$ cat src/rtl/stopwatch_pkg.sv
// -----------------------------------------------------------------------------
// stopwatch_pkg
// Purpose : shared types and constants for the MM:SS stopwatch controller.
//   - state_t     : run-state FSM encoding (IDLE, RUN, PAUSE), 2 bits
//   - bcd_pair_t  : one BCD digit pair, tens in [7:4], units in [3:0]
//   - BCD_*_MAX   : last legal value of the units / tens digit of a mod-60 pair
// No ports (package).
// -----------------------------------------------------------------------------
package stopwatch_pkg;

  typedef enum logic [1:0] {
    IDLE  = 2'd0,
    RUN   = 2'd1,
    PAUSE = 2'd2
  } state_t;

  typedef logic [7:0] bcd_pair_t;

  localparam logic [3:0] BCD_UNIT_MAX = 4'd9;
  localparam logic [3:0] BCD_TENS_MAX = 4'd5;

  // Last value of a mod-60 digit pair (8'h59).
  localparam bcd_pair_t BCD_PAIR_MAX = {BCD_TENS_MAX, BCD_UNIT_MAX};

  // Next value of a mod-60 BCD digit pair; 59 rolls over to 00.
  function automatic bcd_pair_t bcd_mod60_inc(input bcd_pair_t cur);
    bcd_pair_t nxt;
    nxt = cur;
    if (cur[3:0] == BCD_UNIT_MAX) begin
      nxt[3:0] = 4'd0;
      if (cur[7:4] == BCD_TENS_MAX) begin
        nxt[7:4] = 4'd0;
      end else begin
        nxt[7:4] = cur[7:4] + 4'd1;
      end
    end else begin
      nxt[3:0] = cur[3:0] + 4'd1;
    end
    return nxt;
  endfunction

endpackage

$ cat src/rtl/stopwatch_ctrl_60_bcd_mod60_cnt.sv
// -----------------------------------------------------------------------------
// bcd_mod60_cnt
// Purpose : one mod-60 BCD digit pair (00..59) with enable, synchronous clear
//           and a carry-out that fires on the 59 -> 00 step.
// Ports   :
//   clk   in   rising-edge clock
//   _rst  in   asynchronous active-low reset (q -> 8'h00)
//   en    in   advance by one on this edge
//   clr   in   synchronous zero; wins over en
//   q     out  registered BCD digit pair, tens [7:4], units [3:0]
//   co    out  en && q == 8'h59 (combinational, feeds the next pair's en)
// -----------------------------------------------------------------------------
module bcd_mod60_cnt
  import stopwatch_pkg::*;
(
  input  logic       clk,
  input  logic       _rst,
  input  logic       en,
  input  logic       clr,
  output logic [7:0] q,
  output logic       co
);

  bcd_pair_t r_q;
  bcd_pair_t w_q_nxt;

  // Next-count selection: clear, increment, or hold.
  always_comb begin
    w_q_nxt = r_q;
    if (clr) begin
      w_q_nxt = 8'h00;
    end else if (en) begin
      w_q_nxt = bcd_mod60_inc(r_q);
    end else begin
      w_q_nxt = r_q;
    end
  end

  // Digit-pair register.
  always_ff @(posedge clk or negedge _rst) begin
    if (!_rst) begin
      r_q <= 8'h00;
    end else begin
      r_q <= w_q_nxt;
    end
  end

  assign q  = r_q;
  assign co = en && (r_q == BCD_PAIR_MAX);

endmodule

$ cat src/rtl/stopwatch_ctrl_60.sv
// -----------------------------------------------------------------------------
// stopwatch_ctrl_60
// Purpose : run/pause/clear controller for an MM:SS BCD stopwatch. Owns the
//           tick prescaler and the run-state FSM; two bcd_mod60_cnt instances
//           (seconds, minutes) advance only on the enables issued here.
// Build option : define STOPWATCH_LAP_EN to add the lap-freeze display
//                (snapshot registers); undefined, lap is ignored.
// Parameters :
//   TICK_DIV  clk cycles per seconds tick (>= 2)
// Ports :
//   clk         in   rising-edge clock
//   _rst        in   asynchronous active-low reset
//   start_stop  in   one-cycle pulse, toggles RUN / PAUSE (starts from IDLE)
//   clear       in   one-cycle pulse, back to IDLE at 00:00 (beats start_stop)
//   lap         in   one-cycle pulse, lap freeze toggle (STOPWATCH_LAP_EN only)
//   sec         out  seconds BCD, tens [7:4], units [3:0]
//   min         out  minutes BCD, same format
//   running     out  high while in RUN
//   tick        out  one-cycle pulse with every seconds increment
//   wrap        out  one-cycle pulse on 59:59 -> 00:00, coincident with tick
// -----------------------------------------------------------------------------
module stopwatch_ctrl_60
  import stopwatch_pkg::*;
#(
  parameter int TICK_DIV = 10
) (
  input  logic       clk,
  input  logic       _rst,
  input  logic       start_stop,
  input  logic       clear,
  input  logic       lap,
  output logic [7:0] sec,
  output logic [7:0] min,
  output logic       running,
  output logic       tick,
  output logic       wrap
);

  localparam int PS_W = $clog2(TICK_DIV);
  localparam logic [PS_W-1:0] PS_MAX = PS_W'(TICK_DIV - 1);

  state_t          r_state;
  logic [PS_W-1:0] r_ps;
  logic            r_running;
  logic            r_tick;
  logic            r_wrap;

  logic      w_tick_en;
  logic      w_sec_co;
  logic      w_min_co;
  bcd_pair_t w_sec_q;
  bcd_pair_t w_min_q;

  // A seconds step happens on the edge where the prescaler rolls over in RUN;
  // a same-cycle clear suppresses it since the count is being zeroed anyway.
  assign w_tick_en = (r_state == RUN) && (r_ps == PS_MAX) && !clear;

  // Run-state FSM, prescaler and registered status pulses.
  always_ff @(posedge clk or negedge _rst) begin
    if (!_rst) begin
      r_state   <= IDLE;
      r_ps      <= {PS_W{1'b0}};
      r_running <= 1'b0;
      r_tick    <= 1'b0;
      r_wrap    <= 1'b0;
    end else begin
      r_tick <= 1'b0;
      r_wrap <= 1'b0;
      if (clear) begin
        r_state   <= IDLE;
        r_ps      <= {PS_W{1'b0}};
        r_running <= 1'b0;
      end else begin
        case (r_state)
          IDLE: begin
            if (start_stop) begin
              r_state   <= RUN;
              r_running <= 1'b1;
            end else begin
              r_state   <= IDLE;
              r_running <= 1'b0;
            end
          end
          RUN: begin
            // The prescaler still advances on the pausing edge, so a tick due
            // on that edge is taken and partial progress is kept.
            if (r_ps == PS_MAX) begin
              r_ps <= {PS_W{1'b0}};
            end else begin
              r_ps <= r_ps + {{(PS_W-1){1'b0}}, 1'b1};
            end
            r_tick <= w_tick_en;
            r_wrap <= w_min_co;
            if (start_stop) begin
              r_state   <= PAUSE;
              r_running <= 1'b0;
            end else begin
              r_state   <= RUN;
              r_running <= 1'b1;
            end
          end
          PAUSE: begin
            if (start_stop) begin
              r_state   <= RUN;
              r_running <= 1'b1;
            end else begin
              r_state   <= PAUSE;
              r_running <= 1'b0;
            end
          end
          default: begin
            r_state   <= IDLE;
            r_ps      <= {PS_W{1'b0}};
            r_running <= 1'b0;
          end
        endcase
      end
    end
  end

  bcd_mod60_cnt u_sec_cnt (
    .clk  (clk),
    ._rst (_rst),
    .en   (w_tick_en),
    .clr  (clear),
    .q    (w_sec_q),
    .co   (w_sec_co)
  );

  // Minutes advance in the same edge as the seconds 59 -> 00 step.
  bcd_mod60_cnt u_min_cnt (
    .clk  (clk),
    ._rst (_rst),
    .en   (w_sec_co),
    .clr  (clear),
    .q    (w_min_q),
    .co   (w_min_co)
  );

`ifdef STOPWATCH_LAP_EN
  logic      r_frozen;
  bcd_pair_t r_snap_sec;
  bcd_pair_t r_snap_min;

  // Lap freeze flag and display snapshot; the live count keeps running.
  always_ff @(posedge clk or negedge _rst) begin
    if (!_rst) begin
      r_frozen   <= 1'b0;
      r_snap_sec <= 8'h00;
      r_snap_min <= 8'h00;
    end else if (clear) begin
      r_frozen <= 1'b0;
    end else if (lap && ((r_state == RUN) || (r_state == PAUSE))) begin
      if (r_frozen) begin
        r_frozen <= 1'b0;
      end else begin
        r_frozen   <= 1'b1;
        r_snap_sec <= w_sec_q;
        r_snap_min <= w_min_q;
      end
    end else begin
      r_frozen <= r_frozen;
    end
  end

  // Register-to-output select only; no input reaches sec/min combinationally.
  assign sec = r_frozen ? r_snap_sec : w_sec_q;
  assign min = r_frozen ? r_snap_min : w_min_q;
`else
  logic w_unused_lap;
  assign w_unused_lap = lap;
  assign sec = w_sec_q;
  assign min = w_min_q;
`endif

  assign running = r_running;
  assign tick    = r_tick;
  assign wrap    = r_wrap;

endmodule

$ cat config.mk
export PLATFORM = sky130hd
export DESIGN_NAME = stopwatch_ctrl_60
export DESIGN_NICKNAME = d
export VERILOG_FILES = /design/src/rtl/stopwatch_pkg.sv /design/src/rtl/stopwatch_ctrl_60_bcd_mod60_cnt.sv /design/src/rtl/stopwatch_ctrl_60.sv
export SDC_FILE = /design/constraint.sdc
export NUM_CORES = 1
export LEC_CHECK = 0
export CAP_MARGIN = 25
export CORE_AREA = 2 2 53 65
export DETAILED_ROUTE_END_ITERATION = 10
export DIE_AREA = 0 0 55 67
export PLACE_DENSITY_LB_ADDON = 0.25
export SLEW_MARGIN = 20
export SYNTH_ARGS = -nofsm -noshare
export SYNTH_HDL_FRONTEND = slang
export SYNTH_HIERARCHICAL = 1
export SYNTH_SLANG_ARGS = --single-unit
$ cat constraint.sdc
create_clock -name clk -period 3.5 [get_ports clk]
set_input_delay 0.875 -clock clk [delete_from_list [all_inputs] [get_ports clk]]
set_output_delay 0.875 -clock clk [all_outputs]
set_load 0.03 [all_outputs]
* Word level (Yosys, flattened, before mapping) *
Index checks and enable logic that the tools add are counted.

word-level totals
  input bits = 5
  register bits after elaboration = 25

cells by class
  reductions and logical operators = 13
  add/subtract/negate cells = 5
  muxes and demuxes = 26
  eq/ne operators = 10

operators with widths
  kind                                                                     number
  4-bit two-way mux                                                        8
  8-bit two-way mux                                                        4
  4-bit by 1-bit adder with 4-bit output, second input constant            5
  8-bit by 7-bit equality test with 1-bit output, second input constant    2
  4-bit equality test, second input constant                               3
  4-bit by 3-bit equality test with 1-bit output, second input constant    2
  1-bit two-way mux                                                        8
  4-bit case mux with 2 select lines                                       1
  2-bit nonzero test                                                       4
  2-bit two-way mux                                                        3
  2-bit case mux with 3 select lines                                       1
  1-bit logical AND                                                        4
  2-bit AND reduction                                                      2
  2-bit by 1-bit equality test with 1-bit output, second input constant    1
  2-bit equality test, second input constant                               1
  2-bit logical NOT                                                        1
  2-bit by 1-bit inequality test with 1-bit output, second input constant  1
  1-bit case mux with 2 select lines                                       1
  2-bit OR reduction                                                       1
  1-bit logical NOT                                                        1

* Depth between registers and ports, before layout *
Gate-level depths: netlist of run 1.

  depth in word-level cells = 7
  gate-level depth with buffers = 9
  gate-level depth less buffers = 9

* Cells and area by module *
The synthesis of run 1 kept the hierarchy.

modules (own cells, without submodules)
  module             area each (µm²)  cells an instance  sequential area each (µm²)  instances
  bcd_mod60_cnt      486.7            49                 200.2                       2
  stopwatch_ctrl_60  410.4            42                 225.2                       1

* Worst setup path after synthesis of run 1 *
No wires, ideal clock.

  path type = input port to flip-flop
  start = in clear
  end = reg u_min_cnt.r_q[7] (netlist: u_min_cnt/q[7])
  path slack = 0.593 ns
  stages = 7
  path buffers = 0
  data arrival time = 2.829 ns
  cells stage by stage = or3b_1 > nor2_1 > nand4b_2 > nor2_1 > nand4b_2 > or4_1 > a21oi_1

on the way
  longest elaborated chain between the ends = 5

ends and longest elaborated chain
  what                                  RTL line                               source
  start, declared                       stopwatch_ctrl_60.sv:30                input logic clear,
  1-bit logical NOT                     stopwatch_ctrl_60.sv:56                assign w_tick_en = (r_state == RUN) && (r_ps == PS_MAX) && !clear;
  1-bit logical AND                     stopwatch_ctrl_60.sv:56
  named net w_tick_en                   stopwatch_ctrl_60.sv:48                logic w_tick_en;
  1-bit logical AND                     stopwatch_ctrl_60_bcd_mod60_cnt.sv:49  assign co = en && (r_q == BCD_PAIR_MAX);
  named net w_sec_co                    stopwatch_ctrl_60.sv:49                logic w_sec_co;
  2-bit nonzero test (no source line)   -
  2-bit AND reduction (no source line)  -
  end signal, assigned                  stopwatch_ctrl_60_bcd_mod60_cnt.sv:44  r_q <= w_q_nxt;
  end, declared                         stopwatch_ctrl_60_bcd_mod60_cnt.sv:24  bcd_pair_t r_q;

The timed path passes the listed nets, and every way through them passes these cells.
A chain may end at the register's enable or synchronous reset.

* Worst setup path in the final report of run 1 *
Same ends and word-level chain as after synthesis.

==> metrics.cfg, run 1 <==
[run_status]
outcome=completed

[pwr]
total_power_uw=469
p_leak_uw=0.000741
ir_drop_mv=0.202
powerDensity_nw_per_um2=275

[critical_path]
worst-setup-path-type=input port to register
critical_path.max_fanout=4
critPathBufInv=1
critical_path_required_ns=3.78
regToRegSetupSlack_ns=1.12
timing.critical_path.max_delay_family=simple AND/OR/NAND/NOR gates
worst-endpoint-arrival_ns=3.11
cp_slowest_stage_delay_ns=0.49
worst_setup_path_end_kind=register
critical_path_top_delay_cell=or4_1
path_cells=clkdlybuf4s50_1 -> or3b_1 -> nor2_1 -> nand4b_2 -> nor2_1 -> nand4b_2 -> or4_1 -> a21oi_1
type_of_element_launching_the_critical_path=input port

[clock_tree]
tritoncts.num_buffers=3
cts.htree.levels=1
worst_skew_pair.late_latency_ns=0.34
tritoncts=yes
path_clk_slew_ns=0.16
numClockSinks=25
cts_repair_resize_count=0
cts-hold-fix-buffers=0
post_cts_setup_repair_bufs=0
cts_root_buffer=clkbuf_4
max_clock_buf_depth=2

[sta]
tns_ns=0
max-slew-margin-rel_pct=78.2
setup_viol_count_final=0
final.min_clock_period_ns=2.84
maxClockFrequency_mhz=353
finalHoldViolations=0
skew_ns=0.0180
post-route-worst-setup-slack_ns=0.664
worst_slew_pin_slew_ns=0.327
rsz0062_at_grt=false
final-max-slew-violation-count=0
layout_worst_path_cycle_share_pct=81.0

[final_layout]
syn_to_final_growth_pct=23.1
n_antenna_cell=0
drive_gt1_share_pct=5.95
final_net_count=184

[worst_hold_path]
worstHoldPathType=register to register

[die]
design.die.area_um2=3690
die-height_um=67
i_o_pin_cnt=24
core_area_um2=3030
rows=22
initial_core_util_pct=45.7
floorplan_die_width_um=55

[grt]
grt_remaining_overflow=0
grt_start_max_net_pins=29
gr-usage-all-layers_pct=17.3
first_global_vias=1053
initial_antenna_violation_count=0
grt_pass1_wl_mm=4.66

[yosys]
synthesis.instances=140
yosysSeqAreaShare_pct=45.2
synth.cells.most_frequent=25 x dfrtp_1, 13 x nand3b_1, 13 x o21ai_0
synth.cell_area_um2=1380
synth_enable_flop_cells=0
synth_area_leader_cell=dfrtp_1
yosysMostFrequentCell=dfrtp_1
synth.distinct_cells=25
synthFlopType=dfrtp_1
yosys_register_bits=25
synthesis.area_per_instance_um2=9.88
synthArstFlopShare_pct=100
portion_of_synthesized_cell_area_occupied_by_the_leading_cell_type_pct=45.2
synthesis.yosys.warnings=6
synthesized_net_count=155
synth_top_cells_by_area=dfrtp_1 45%, ha_1 9.0%, nand3b_1 7.1%

[routing]
detail_route.wl_per_cell_um=13.2
routed-via-count=1149
detailedRoute.firstIterationViolations=31
remaining_drc_errors=0
final_antenna_net_count=0
finalWirelength_mm=2.70
post_drt_via_cell_ratio=5.63
drt-pass1-iter-count=4

[placed_design]
gp_weighted_congestion=0.796
detailedPlacementHpwl_mm=1.94
numPortBuffers=22
place_ws_ns=0.306

[flow_run]
cap_violations=0

-- per-stage QoR --
step | std cells | hold slack [ns] | util, % | area, um^2
floorplan | 140 | 0.496 | - | 1380
global placement | 200 | 0.520 | 55.2 | 1670
detailed placement | 200 | 0.539 | 55.2 | 1670
CTS | 204 | 0.573 | 56.2 | 1700
global route | 204 | 0.609 | 56.2 | 1700
finish | 204 | 0.563 | 56.2 | 1700
-- layer usage --
metal	track usage, %	vias to the layer above	routed length (um)	share of wire (%)
met5	0	-	0	0
met4	7.32	0	38	1.4
met3	2.02	4	89	3.3
met2	28.7	21	1340	50
met1	22.2	565	1230	46
li1	-	559	-	-
-- cell type report --
| type | instances | area, um^2 |
|---|---|---|
| fillers | 291 | 1330 |
| multi-input cells | 106 | 724 |
| flip-flops and latches | 25 | 626 |
| repair buffers | 26 | 250 |
| well taps | 36 | 45.0 |
| inverters | 7 | 26.3 |
| clock buffers | 3 | 22.5 |
| clock inverters | 1 | 8.76 |
-- worst paths after layout --
check	from	to	cells after the start
worst min register to register	r_ps[1]	r_ps[1]	2
worst max register to register	r_state[0]	u_min_cnt/q[7]	7
min in group asynchronous	_rst	running	2
worst max-delay path	clear	u_min_cnt/q[7]	8
max in group asynchronous	_rst	u_sec_cnt/q[3]	2
worst min-delay path	r_ps[1]	r_ps[1]	2
-- worst register-to-register path, delay by kind of cell (launching register included) --
kind | cells | cell delay [ns]
flip-flops | 1 | 0.48
AND/OR/NAND/NOR | 6 | 1.68
AO/OA/AOI/OAI | 1 | 0.15
-- state kept, by name (all words and copies together) (netlist names) --
register / count
running: 1
tick: 1
r_ps: 4
r_state: 2
u_sec_cnt/q: 8
wrap: 1
u_min_cnt/q: 8
-- placed cells by master, fill, tap and decap left out --
master / n
xnor2_1: 2
nand4b_2: 2
ha_1: 10
nand3_1: 3
o31ai_1: 4
dfrtp_1: 25
inv_1: 7
o21ai_0: 13
buf_4: 4
a21oi_1: 10
or4_1: 2
and4b_1: 4
nor2b_1: 4
and2_1: 1
nand3b_1: 13
nand2_1: 10
nand2b_1: 5
a21boi_0: 2
a32o_1: 2
and3b_1: 2
or3b_1: 1
a31oi_1: 1
clkdlybuf4s50_1: 22
or3_1: 3
nor3b_1: 2
inv_6: 1
nor2_1: 10
clkbuf_4: 3
-- where the power goes --
part / switching (uW) / internal, uW / total, uW
combinational: 18.5 / 11.3 / 29.8
clock: 96.0 / 46.7 / 143
sequential: 4.09 / 292 / 296
-- logic make-up (layout without fill, tap and decap cells) --
kind of cell    after synthesis  after routing  synth area share [%]
simple gates                 62             62                  28.6
compound gates               32             32                  13.5
flops                        25             25                  45.2
fa+ha+maj                    10             10                  9.04
buf+inv                       9             37                  2.44
xor+xnor                      2              2                  1.27
Note: power is estimated with default switching activity, not from simulation.
==> run 2: changes to the inputs <==
==> constraint.sdc (replaced) <==
create_clock -name clk -period 2.89 [get_ports clk]
set_input_delay 0.7225 -clock clk [delete_from_list [all_inputs] [get_ports clk]]
set_output_delay 0.7225 -clock clk [all_outputs]
set_load 0.03 [all_outputs]
==> run 2 against run 1 <==
  * Hold slack gained 0.0056 ns
  * Sequential power grew 21%
  * Critical path type unchanged
  * Sequential share of layout area shrank 0.32 points
  * Combinational power grew 21%
  * Largest power group unchanged
  * Final cell count grew 0.98%
  * Clock power grew 17%
  * Clock skew is essentially flat
  * Via count shrank 1.2%
  * Non-clock buffer count grew 2
  * Highest routed layer unchanged
  * Flip-flop and latch count is the same
  * Count of clock-buffer cells in the layout is the same
==> metrics.cfg, run 2 (same netlist as run 1, synthesis figures left out) <==
[clock_tree]
cts-hold-fix-buffers=0  ; unchanged
worst_skew_pair.late_latency_ns=0.33  ; about the same
post_cts_setup_repair_bufs=0  ; unchanged
cts.htree.levels=1  ; unchanged
numClockSinks=25  ; unchanged
max_clock_buf_depth=2  ; unchanged
cts_repair_resize_count=0  ; unchanged
cts_root_buffer=clkbuf_4
path_clk_slew_ns=0.15  ; about the same
tritoncts.num_buffers=3  ; unchanged
tritoncts=yes

[final_layout]
layout.cells.most_common_list=25 x dfrtp_1, 22 x clkdlybuf4s50_1, 13 x nand3b_1, 13 x o21ai_0
seqCellArea_um2=626  ; unchanged
layout_filler_cell_count=274  ; -5.8%
syn_to_final_growth_pct=24.1
drive_gt1_share_pct=7.06  ; +1.1 points
final_net_count=186  ; +1.1%
fin_area_um2=1720  ; +0.88%
n_antenna_cell=0  ; unchanged
multi_input_area_um2=724  ; unchanged
final_common_cell=dfrtp_1

[routing]
drt-pass1-iter-count=4  ; unchanged
post_drt_via_cell_ratio=5.51  ; -2.2%
finalWirelength_mm=2.79  ; +3.4%
final_antenna_net_count=0  ; unchanged
detail_route.wl_per_cell_um=13.6  ; +2.4%
remaining_drc_errors=0  ; unchanged
detailedRoute.firstIterationViolations=17  ; -45%
routed-via-count=1135  ; -1.2%

[die]
rows=22  ; unchanged
die-height_um=67  ; unchanged
core_area_um2=3030  ; unchanged
i_o_pin_cnt=24  ; unchanged
initial_core_util_pct=45.7  ; unchanged
floorplan_die_width_um=55  ; unchanged
design.die.area_um2=3690  ; unchanged

[worst_hold_path]
worstHoldPathType=register to register

[pwr]
total_power_uw=563  ; +20%
powerDensity_nw_per_um2=328  ; +19%
ir_drop_mv=0.310  ; +54%
p_leak_uw=0.000749  ; +1.1%

[flow_run]
cap_violations=0  ; unchanged

[critical_path]
worst-setup-path-type=input port to register
type_of_element_launching_the_critical_path=input port
worst-endpoint-arrival_ns=2.88  ; -0.23 ns
regToRegSetupSlack_ns=0.57  ; -0.55 ns
critical_path.max_fanout=3  ; -1
worst_setup_path_end_kind=register
critical_path_required_ns=3.16  ; -0.62 ns

[grt]
grt_pass1_wl_mm=4.94  ; +6.1%
grt_remaining_overflow=0  ; unchanged
first_global_vias=1153  ; +9.5%
grt_start_max_net_pins=29  ; unchanged
initial_antenna_violation_count=0  ; unchanged
gr-usage-all-layers_pct=18.2  ; +0.90 points

[sta]
final.min_clock_period_ns=2.61
final-max-slew-violation-count=0  ; unchanged
hold-worst-slack_ns=0.569  ; +0.00563 ns
skew_ns=0.0175  ; -0.000487 ns
max-slew-margin-rel_pct=77.9  ; -0.29 points
setup_viol_count_final=0  ; unchanged
maxClockFrequency_mhz=383
layout_worst_path_cycle_share_pct=90.2
rsz0062_at_grt=false
finalHoldViolations=0  ; unchanged
worst_slew_pin_slew_ns=0.331  ; +0.00365 ns

[placed_design]
detailedPlacementHpwl_mm=1.97  ; +1.9%
placed_cell_area_um2=1690  ; +0.90%
gp_weighted_congestion=0.813  ; +2.1%
numPortBuffers=22  ; unchanged

[run_status]
outcome=completed

run 2: cell types whose count changed in the layout (fill, tap and decap cells not counted):
cell	change
buf_4	+2
run 2: worst paths after layout:
check                            from             end  depth (start not counted)
setup reg to reg           r_state[1]  u_min_cnt/q[7]                          7
hold reg to reg               r_ps[1]         r_ps[1]                          2
max in group asynchronous        _rst  u_min_cnt/q[3]                          2
setup / recovery                clear  u_min_cnt/q[7]                          8
hold / removal                r_ps[1]         r_ps[1]                          2
min in group asynchronous        _rst      r_state[1]                          2
run 2: stage by stage:
step | cells | utilization (%) | TNS (ns) | setup WS, ns
finish | 206 | 56.7 | 0 | 0.282
global route | 206 | 56.7 | 0 | 0.160
CTS | 206 | 56.7 | 0 | 0.290
detailed placement | 202 | 55.7 | -0.0958 | -0.0958
global placement | 202 | 55.7 | -0.0362 | -0.0362
floorplan | 140 | - | 0 | 0.135
run 2: layer usage:
metal,GRT usage (%),wire [um]
met1,22.2,1280
met2,30.1,1350
met3,2.47,109
met4,10.1,50
met5,0,0
run 2: critical path: stages:
cell and delay, ns:
clkdlybuf4s50_1 0.42, or3b_1 0.40, nor2_1 0.21, nand4b_2 0.14
nor2_1 0.22, nand4b_2 0.15, or4_1 0.49, a21oi_1 0.14
run 2: cell type report:
class | count | area share (%)
multi-input cells | 106 | 42.2
clock inverters | 1 | 0.510
well taps | 36 | 2.62
repair buffers | 28 | 15.4
flip-flops and latches | 25 | 36.4
clock buffers | 3 | 1.31
inverters | 7 | 1.53
run 2: report_power, final:
group	leakage (uW)	internal (uW)	switching [uW]
Sequential	0.000347	354	5.17
Combinational	0.000384	13.7	22.4
Clock	0.0000183	56.3	111
Total	0.000749	424	139
==> run 3: changes to the inputs <==
--- a/config.mk
+++ b/config.mk
@@ -9,6 +9,7 @@
 export CORE_AREA = 2 2 53 65
 export DETAILED_ROUTE_END_ITERATION = 10
 export DIE_AREA = 0 0 55 67
+export MAX_ROUTING_LAYER = met4
 export PLACE_DENSITY_LB_ADDON = 0.25
 export SLEW_MARGIN = 20
 export SYNTH_ARGS = -nofsm -noshare
==> run 3 against run 2 <==
  * First-iteration DRC count grew 18%
  * Cell area stayed put
  * Sequential power about the same
  * Count of clock-buffer cells in the layout is the same
  * Sequential share of layout area is the same
  * Utilization unchanged
==> metrics.cfg, run 3 (same netlist as run 1, synthesis figures left out) <==
[placed_design]
place_ws_ns=-0.0958  ; unchanged
placed_cells=202  ; unchanged
detailedPlacementHpwl_mm=1.97  ; unchanged
gp_weighted_congestion=0.825  ; +1.5%
numPortBuffers=22  ; unchanged

[sta]
skew_ns=0.0175  ; +0.0000433 ns
post-route-worst-setup-slack_ns=0.282  ; -0.000202 ns
hold-worst-slack_ns=0.569  ; unchanged
setup_viol_count_final=0  ; unchanged
finalHoldViolations=0  ; unchanged
max-slew-margin-rel_pct=77.9  ; unchanged
rsz0062_at_grt=false
layout_worst_path_cycle_share_pct=90.3  ; about the same
maxClockFrequency_mhz=383  ; about the same
worst_slew_pin_slew_ns=0.331  ; unchanged
final.min_clock_period_ns=2.61  ; +0.000202 ns
final-max-slew-violation-count=0  ; unchanged

[final_layout]
final_net_count=186  ; unchanged
n_antenna_cell=0  ; unchanged
layout_filler_cell_count=274  ; unchanged
syn_to_final_growth_pct=24.1  ; unchanged
instances_no_fill=206  ; unchanged
final_common_cell=dfrtp_1
layout.cells.most_common_list=25 x dfrtp_1, 22 x clkdlybuf4s50_1, 13 x nand3b_1, 13 x o21ai_0
fin_util_pct=56.7  ; unchanged
drive_gt1_share_pct=7.06  ; unchanged

[die]
floorplan_die_width_um=55  ; unchanged
initial_core_util_pct=45.7  ; unchanged
i_o_pin_cnt=24  ; unchanged
die-height_um=67  ; unchanged
core_area_um2=3030  ; unchanged
rows=22  ; unchanged
design.die.area_um2=3690  ; unchanged

[pwr]
sequentialPowerShare_pct=63.8  ; about the same
power.switching_uw=139  ; about the same
clock_share_of_power_pct=29.8  ; about the same
p_sw_share_pct=24.7  ; about the same
ir_drop_mv=0.310  ; about the same
p_leak_uw=0.000749  ; unchanged
p_comb_share_pct=6.4  ; about the same
powerDensity_nw_per_um2=328  ; about the same
intPower_uw=424  ; about the same

[routing]
remaining_drc_errors=0  ; unchanged
post_drt_via_cell_ratio=5.51  ; unchanged
finalWirelength_mm=2.80  ; about the same
detailedRoute.firstIterationViolations=20  ; +3
final_antenna_net_count=0  ; unchanged
routed-via-count=1135  ; unchanged
detail_route.wl_per_cell_um=13.6  ; about the same
drt-pass1-iter-count=4  ; unchanged

[clock_tree]
tritoncts=yes
max_clock_buf_depth=2  ; unchanged
numClockSinks=25  ; unchanged
cts_repair_resize_count=0  ; unchanged
tritoncts.num_buffers=3  ; unchanged
cts.htree.levels=1  ; unchanged
worst_skew_pair.late_latency_ns=0.33  ; about the same
cts_root_buffer=clkbuf_4
cts-hold-fix-buffers=0  ; unchanged
path_clk_slew_ns=0.15  ; about the same
post_cts_setup_repair_bufs=0  ; unchanged

[grt]
gr-usage-all-layers_pct=18.7  ; +0.46 points
grt_start_max_net_pins=29  ; unchanged
grt_remaining_overflow=0  ; unchanged
initial_antenna_violation_count=0  ; unchanged
first_global_vias=1152  ; -0.087%
grt_pass1_wl_mm=4.94  ; unchanged

[critical_path]
worst-endpoint-arrival_ns=2.88  ; about the same
worst_setup_path_end_kind=register
critical_path.max_fanout=3  ; unchanged
type_of_element_launching_the_critical_path=input port
critical_path_required_ns=3.16  ; about the same
worst-setup-path-type=input port to register

[run_status]
outcome=completed

[flow_run]
cap_violations=0  ; unchanged

[worst_hold_path]
worstHoldPathType=register to register

==> run 3: through the flow <==
stage | cell area [um^2] | setup TNS, ns | power (uW)
2_1_floorplan | 1380 | 0 | 381
3_3_place_gp | 1690 | -0.0362 | 401
3_5_place_dp | 1690 | -0.0958 | 403
4_1_cts | 1720 | 0 | 573
5_1_grt | 1720 | 0 | 595
6_report | 1720 | 0 | 563
==> run 3: power by group through the flow <==
stage               Clock, uW  Combinational (uW)  Sequential (uW)
finish                    168                36.1              359
global route              193                41.5              361
CTS                       176                37.2              359
detailed placement          0                37.1              366
global placement            0                36.0              365
floorplan                   0                14.3              367
==> run 3: worst paths after layout <==
path	end	slack, ns	startpoint	cells after the start
min in group asynchronous	r_state[1]	0.72	_rst	2
max in group asynchronous	u_min_cnt/q[3]	1.90	_rst	2
min	r_ps[1]	0.57	r_ps[1]	2
min reg2reg	r_ps[1]	0.57	r_ps[1]	2
max	u_min_cnt/q[7]	0.28	clear	8
max reg2reg	u_min_cnt/q[7]	0.57	r_state[1]	7
==> run 3: routing by layer <==
metal | track usage (%) | up-vias | share of wire (%)
li1 | - | 565 | -
met1 | 22.2 | 535 | 46
met2 | 30.1 | 29 | 48
met3 | 2.47 | 6 | 3.9
met4 | 10.1 | 0 | 1.8
met5 | - | - | 0
==> run 3: critical path, stage by stage <==
cell and delay (ns):
clkdlybuf4s50_1 0.42, or3b_1 0.40, nor2_1 0.21, nand4b_2 0.14, nor2_1 0.22, nand4b_2 0.15
or4_1 0.49, a21oi_1 0.14
==> run 3: layout make-up <==
cell class | count | area, um^2 | share of cell area [%]
Clock buffer | 3 | 22.5 | 1.31
Clock inverter | 1 | 8.76 | 0.510
Inverter | 7 | 26.3 | 1.53
Multi-Input combinational cell | 106 | 724 | 42.2
Sequential cell | 25 | 626 | 36.4
Tap cell | 36 | 45.0 | 2.62
Timing Repair Buffer | 28 | 265 | 15.4
